File: src/rtl/ascii_pkg.sv
// Shared ASCII byte constants and parser state encoding for the decimal parser.
package ascii_pkg;

   localparam logic [7:0] ASCII_ZERO  = 8'h30;
   localparam logic [7:0] ASCII_NINE  = 8'h39;
   localparam logic [7:0] ASCII_CR    = 8'h0D;
   localparam logic [7:0] ASCII_LF    = 8'h0A;
   localparam logic [7:0] ASCII_COMMA = 8'h2C;
   localparam logic [7:0] ASCII_SPACE = 8'h20;
   localparam logic [7:0] ASCII_MINUS = 8'h2D;

   typedef enum logic [2:0] {IDLE, SIGN, DIGITS, SKIP, EMIT} state_t;

endpackage

File: src/rtl/ascii_digit_dec.sv
// Combinational ASCII byte classifier; inverse of the digit-to-ASCII encoder.
module ascii_digit_dec
   import ascii_pkg::*;
(
   input  logic [7:0] data,
   output logic [3:0] digit,
   output logic       is_digit,
   output logic       is_term,
   output logic       is_minus
);

   // '0'..'9' sit at 0x30..0x39, so the low nibble is the digit value.
   assign digit    = data[3:0];
   assign is_digit = (data >= ASCII_ZERO) && (data <= ASCII_NINE);
   assign is_term  = (data == ASCII_CR) || (data == ASCII_LF) ||
                     (data == ASCII_COMMA) || (data == ASCII_SPACE);
   assign is_minus = (data == ASCII_MINUS);

endmodule

File: src/rtl/ascii_dec_parser.sv
// Streaming ASCII decimal-to-binary parser with valid/ready byte input and result output.
// Define ASCII_SIGN_EN to accept a single leading '-' and produce two's complement results.
module ascii_dec_parser
   import ascii_pkg::*;
#(
   parameter int VAL_W      = 32,
   parameter int MAX_DIGITS = 10,
   parameter int CNT_W      = 4
) (
   input  logic             clk,
   input  logic             rst,
   input  logic             in_valid,
   input  logic [7:0]       in_data,
   output logic             in_ready,
   output logic             out_valid,
   input  logic             out_ready,
   output logic [VAL_W-1:0] out_value,
   output logic [CNT_W-1:0] out_ndigits,
   output logic             out_err
);

`ifdef ASCII_SIGN_EN
   localparam logic [VAL_W+3:0] LIMIT = {5'b0, {(VAL_W-1){1'b1}}};
`else
   localparam logic [VAL_W+3:0] LIMIT = {4'b0, {VAL_W{1'b1}}};
`endif

   state_t             state, state_nxt;
   logic [VAL_W-1:0]   acc, acc_nxt;
   logic [CNT_W-1:0]   cnt, cnt_nxt;
   logic [VAL_W+3:0]   wide;
   logic [3:0]         digit;
   logic               is_digit, is_term, is_minus;
   logic               take, load, load_err;
`ifdef ASCII_SIGN_EN
   logic               neg, neg_nxt;
`endif

   // acc*10 + d at VAL_W+4 bits so any single-digit overflow is visible.
   function automatic logic [VAL_W+3:0] mac10(input logic [VAL_W-1:0] a, input logic [3:0] d);
      logic [VAL_W+3:0] aw;
      aw = {4'b0, a};
      return (aw << 3) + (aw << 1) + {{VAL_W{1'b0}}, d};
   endfunction

   ascii_digit_dec u_dec (
      .data     (in_data),
      .digit    (digit),
      .is_digit (is_digit),
      .is_term  (is_term),
      .is_minus (is_minus)
   );

   // Handshake flags come straight from the state register: no out_ready -> in_ready path.
   assign in_ready  = (state != EMIT);
   assign out_valid = (state == EMIT);
   assign take      = in_valid && in_ready;
   assign wide      = mac10(acc, digit);

   always_comb begin
      state_nxt = state;
      acc_nxt   = acc;
      cnt_nxt   = cnt;
      load      = 1'b0;
      load_err  = 1'b0;
`ifdef ASCII_SIGN_EN
      neg_nxt   = neg;
`endif
      case (state)
         IDLE: if (take) begin
            if (is_digit) begin
               acc_nxt   = {{(VAL_W-4){1'b0}}, digit};
               cnt_nxt   = CNT_W'(1);
               state_nxt = DIGITS;
`ifdef ASCII_SIGN_EN
               neg_nxt   = 1'b0;
            end else if (is_minus) begin
               neg_nxt   = 1'b1;
               state_nxt = SIGN;
`endif
            end else if (!is_term) begin
               state_nxt = SKIP;
            end
         end
         SIGN: if (take) begin
            if (is_digit) begin
               acc_nxt   = {{(VAL_W-4){1'b0}}, digit};
               cnt_nxt   = CNT_W'(1);
               state_nxt = DIGITS;
            end else if (is_term) begin
               load_err  = 1'b1;
               state_nxt = EMIT;
            end else begin
               state_nxt = SKIP;
            end
         end
         DIGITS: if (take) begin
            if (is_digit) begin
               if ((wide > LIMIT) || (cnt == CNT_W'(MAX_DIGITS))) begin
                  state_nxt = SKIP;
               end else begin
                  acc_nxt = wide[VAL_W-1:0];
                  cnt_nxt = cnt + CNT_W'(1);
               end
            end else if (is_term) begin
               load      = 1'b1;
               state_nxt = EMIT;
            end else begin
               state_nxt = SKIP;
            end
         end
         SKIP: if (take && is_term) begin
            load_err  = 1'b1;
            state_nxt = EMIT;
         end
         EMIT: if (out_ready) state_nxt = IDLE;
         default: state_nxt = IDLE;
      endcase
   end

   always_ff @(posedge clk) begin
      if (rst) begin
         state       <= IDLE;
         acc         <= '0;
         cnt         <= '0;
         out_value   <= '0;
         out_ndigits <= '0;
         out_err     <= 1'b0;
`ifdef ASCII_SIGN_EN
         neg         <= 1'b0;
`endif
      end else begin
         state <= state_nxt;
         acc   <= acc_nxt;
         cnt   <= cnt_nxt;
`ifdef ASCII_SIGN_EN
         neg   <= neg_nxt;
`endif
         if (load) begin
`ifdef ASCII_SIGN_EN
            out_value <= neg ? -acc : acc;
`else
            out_value <= acc;
`endif
            out_ndigits <= cnt;
            out_err     <= 1'b0;
         end else if (load_err) begin
            out_value   <= '0;
            out_ndigits <= '0;
            out_err     <= 1'b1;
         end
      end
   end

endmodule

File: config.mk
export PLATFORM = sky130hd
export DESIGN_NAME = ascii_dec_parser
export DESIGN_NICKNAME = d
export VERILOG_FILES = /design/src/rtl/ascii_pkg.sv /design/src/rtl/ascii_digit_dec.sv /design/src/rtl/ascii_dec_parser.sv
export SDC_FILE = /design/constraint.sdc
export NUM_CORES = 1
export LEC_CHECK = 0
export ABC_AREA = 1
export ABC_CLOCK_PERIOD_IN_PS = 2900
export BUFFER_PORTS_ARGS = -buffer_cell sky130_fd_sc_hd__buf_2
export CAP_MARGIN = 20
export CORE_MARGIN = 2
export CORE_UTILIZATION = 55
export DETAILED_ROUTE_END_ITERATION = 6
export PLACE_DENSITY_LB_ADDON = 0.2
export SYNTH_ARGS = -nofsm -noshare
export SYNTH_HDL_FRONTEND = slang
export SYNTH_SLANG_ARGS = --single-unit
File: constraint.sdc
create_clock -name clk -period 2.9 [get_ports clk]
set_input_delay 0.145 -clock clk [delete_from_list [all_inputs] [get_ports clk]]
set_output_delay 0.145 -clock clk [all_outputs]
set_load 0.02 [all_outputs]
==> run metrics <==
Die H=between 100 and 150 um; HP Class=in2reg; number of global-route vias before repair=roughly 5500; vias per inst=~5.4; final WL=between 15000 and 20000 um; Clock Tree Root=clkbuf_8; commonest cells after routing, fill and taps aside=315 x nand2_1, 103 x inv_1, 96 x a21oi_1; Crit Path Class=reg2reg; wire length of the first global-routing pass=around 27000 um; Unique masters post-synth=40; CTS tree=built; Slew Viols, Final=0; initial core utilization=approximately 57%; nets=approximately 1100; n_diodes=0; Post-Route Skew=between 0.01 and 0.015 ns; clock period minus worst slack=~2.8 ns; layout cells sized above 1=roughly a quarter; unrepaired setup endpoints after global routing=yes; final worst-path cycle share=a little over nine tenths; post-layout instance area=approximately 0.0074 sq mm; DRC=0; Synth Cell Area=between 0.006 and 0.007 sq mm; clock slew at reported path FFs=0.08 ns; largest net degree at the start of global routing=66; leakage power=roughly 0.0036 uW; Final GP Congestion=around 0.91; Pwr Total=around 3200 uW; CP required=approximately 3.2 ns; Main synth FF type=dfxtp_1; Hold Fails Final Rpt=0; placed cells=~1200; Rows=38; Least-Margin Pin Slew=approximately 0.75 ns; clk sink count=between 70 and 80; Mean Syn Cell Area=6.25 sq um; grt total ovfl=0; CTS H-tree lvls=3; DP Wirelength=around 13000 um; post-route ant nets=0; initial antenna violation count=0; routed len/inst=14.6 um; syn_nets=~1100; Seq/Total Area, Yosys=between 20% and 30%; Max rail drop VDD=approximately 450 uV; core area=approximately 0.011 sq mm; endpoints failing setup=0; starting DRC count in detailed routing=579; Synth Instances=roughly 980; num ports=51; Worst Setup Start Kind=flip-flop; CP Capture Type=flip-flop; final design utilization=roughly 69%; Die ar.=roughly 0.012 sq mm; Max Cap Viol=0; vias=about 6500; CTS Buf Count=9; most common cell after layout, fill and taps aside=nand2_1; P&R area growth vs syn=21.4%; DP Area=0.00673 sq mm; EDFF count, synth=0; maximum buffer depth of the clock tree=2; port buffer count=50; Slew HR=approximately half; total negative slack=0 ns; Die Wd=110 um; #FFs+latches synth=76; # hold bufs at CTS=0; status=finished clean; Clk Latency, worst-skew pair=~0.36 ns; Post-synth ARST share=0%; Pwr per Cell Area=434 mW/mm^2; yosys warns=0; Overall Global Routing Usage=around 28%; Non-Filler Instances=roughly 1200; Fmax achieved=~0.36 GHz; DR pass1 iterations=5; CP Max Fanout=8; WP data arrival=3.06 ns
registers in the layout (all words and copies together) (netlist names):
signal and count:
state 3, cnt 4, acc 32, out_value 32, out_err 1, out_ndigits 4
synthesized netlist by cell type (2+ instances only):
library cell / count / area (sq um)
a31o_2: 2 / 17.5
a31oi_1: 3 / 18.8
fa_1: 2 / 40.0
nor2_2: 3 / 18.8
buf_2: 7 / 35.0
inv_1: 106 / 398
nand3_1: 68 / 340
nor3b_1: 2 / 15.0
clkbuf_1: 16 / 60.1
dfxtp_1: 76 / 1520
buf_6: 6 / 67.6
a21oi_1: 109 / 546
nand4_1: 5 / 31.3
or2_2: 19 / 119
nand2_2: 8 / 50.1
inv_2: 4 / 15.0
a21oi_2: 8 / 70.1
nand2_1: 327 / 1230
nand3b_1: 4 / 30.0
and2_1: 3 / 18.8
o21ai_0: 18 / 90.1
o21bai_1: 3 / 22.5
nor3_1: 5 / 25.0
nor2_1: 89 / 334
nand3_2: 7 / 70.1
ha_1: 65 / 813
nor4_1: 3 / 18.8
per-layer routing:
metal	track usage [%]	share of wire, %
met1	41.0	47
met2	44.3	45
met3	3.97	5.9
met4	7.32	2.0
met5	0	0
cell type report:
cell class / count / area [sq um]
clock buffer: 11 / 141
clock inverter: 5 / 58.8
fill: 963 / 3390
inverter: 110 / 413
multi-input combinational: 765 / 4440
sequential: 76 / 1560
tap: 140 / 175
timing repair buffer: 94 / 659
logic make-up after synthesis:
family | Yosys count | share of synthesized area, %
AOI/OAI and AO/OA | 148 | 13.1
adders and majority gates | 67 | 13.9
DFF | 76 | 24.8
xor gates and xnor gates | 2 | 0.286
and+or+nand+nor | 547 | 38.4
buffers and inverters | 141 | 9.57
metrics by stage:
stage / hold slack, ns / setup WS, ns
2_1_floorplan: 0.294 / 0.166
3_3_place_gp: 0.443 / -0.0551
3_5_place_dp: 0.444 / -0.0711
4_1_cts: 0.0661 / 0.00164
5_1_grt: 0.0679 / -0.133
6_report: 0.0743 / 0.0905
path summary, 6_finish.rpt:
path                              startpoint           end  slack, ns  cells after the start
worst min-delay path              in_data[0]        acc[0]       0.07                      3
worst max register to register        acc[1]       acc[17]       0.09                     21
worst min register to register  out_value[5]  out_value[5]       0.46                      2
worst max-delay path                  acc[1]       acc[17]       0.09                     21
power breakdown:
| part | internal, uW | total [uW] | leakage, uW | switching (uW) |
|---|---|---|---|---|
| sequential | 1120 | 1210 | 0.000628 | 93.6 |
| combinational | 503 | 1190 | 0.00292 | 690 |
| clock | 423 | 826 | 0.0000959 | 404 |
| total | 2040 | 3230 | 0.00365 | 1190 |
worst max-delay path, stage by stage, from the launching register on:
cell and delay, ns:
dfxtp_4 0.37, ha_4 0.27, ha_4 0.13, inv_1 0.06, fa_2 0.39, inv_2 0.07
nand2_1 0.04, nand2_1 0.08, nand3_2 0.08, nand2_2 0.11, nand2_2 0.08, nand2_4 0.09
nand2_4 0.06, nand2_1 0.08, nand2_1 0.05, nand2_1 0.07, nor2_2 0.05, nand2_4 0.11
nand2_8 0.11, clkbuf_16 0.20, a21oi_1 0.13, nor2_1 0.06
timing repair:
action / in CTS / in global routing
pin swaps: 2 / 24
resized for setup: 4 / 100
buffers inserted: 0 / 5
endpoints found under the setup margin: 36 / 38
cloned: 1 / 1
hold endpoints to repair: 0 / 0
(Power assumes the default switching activity.)
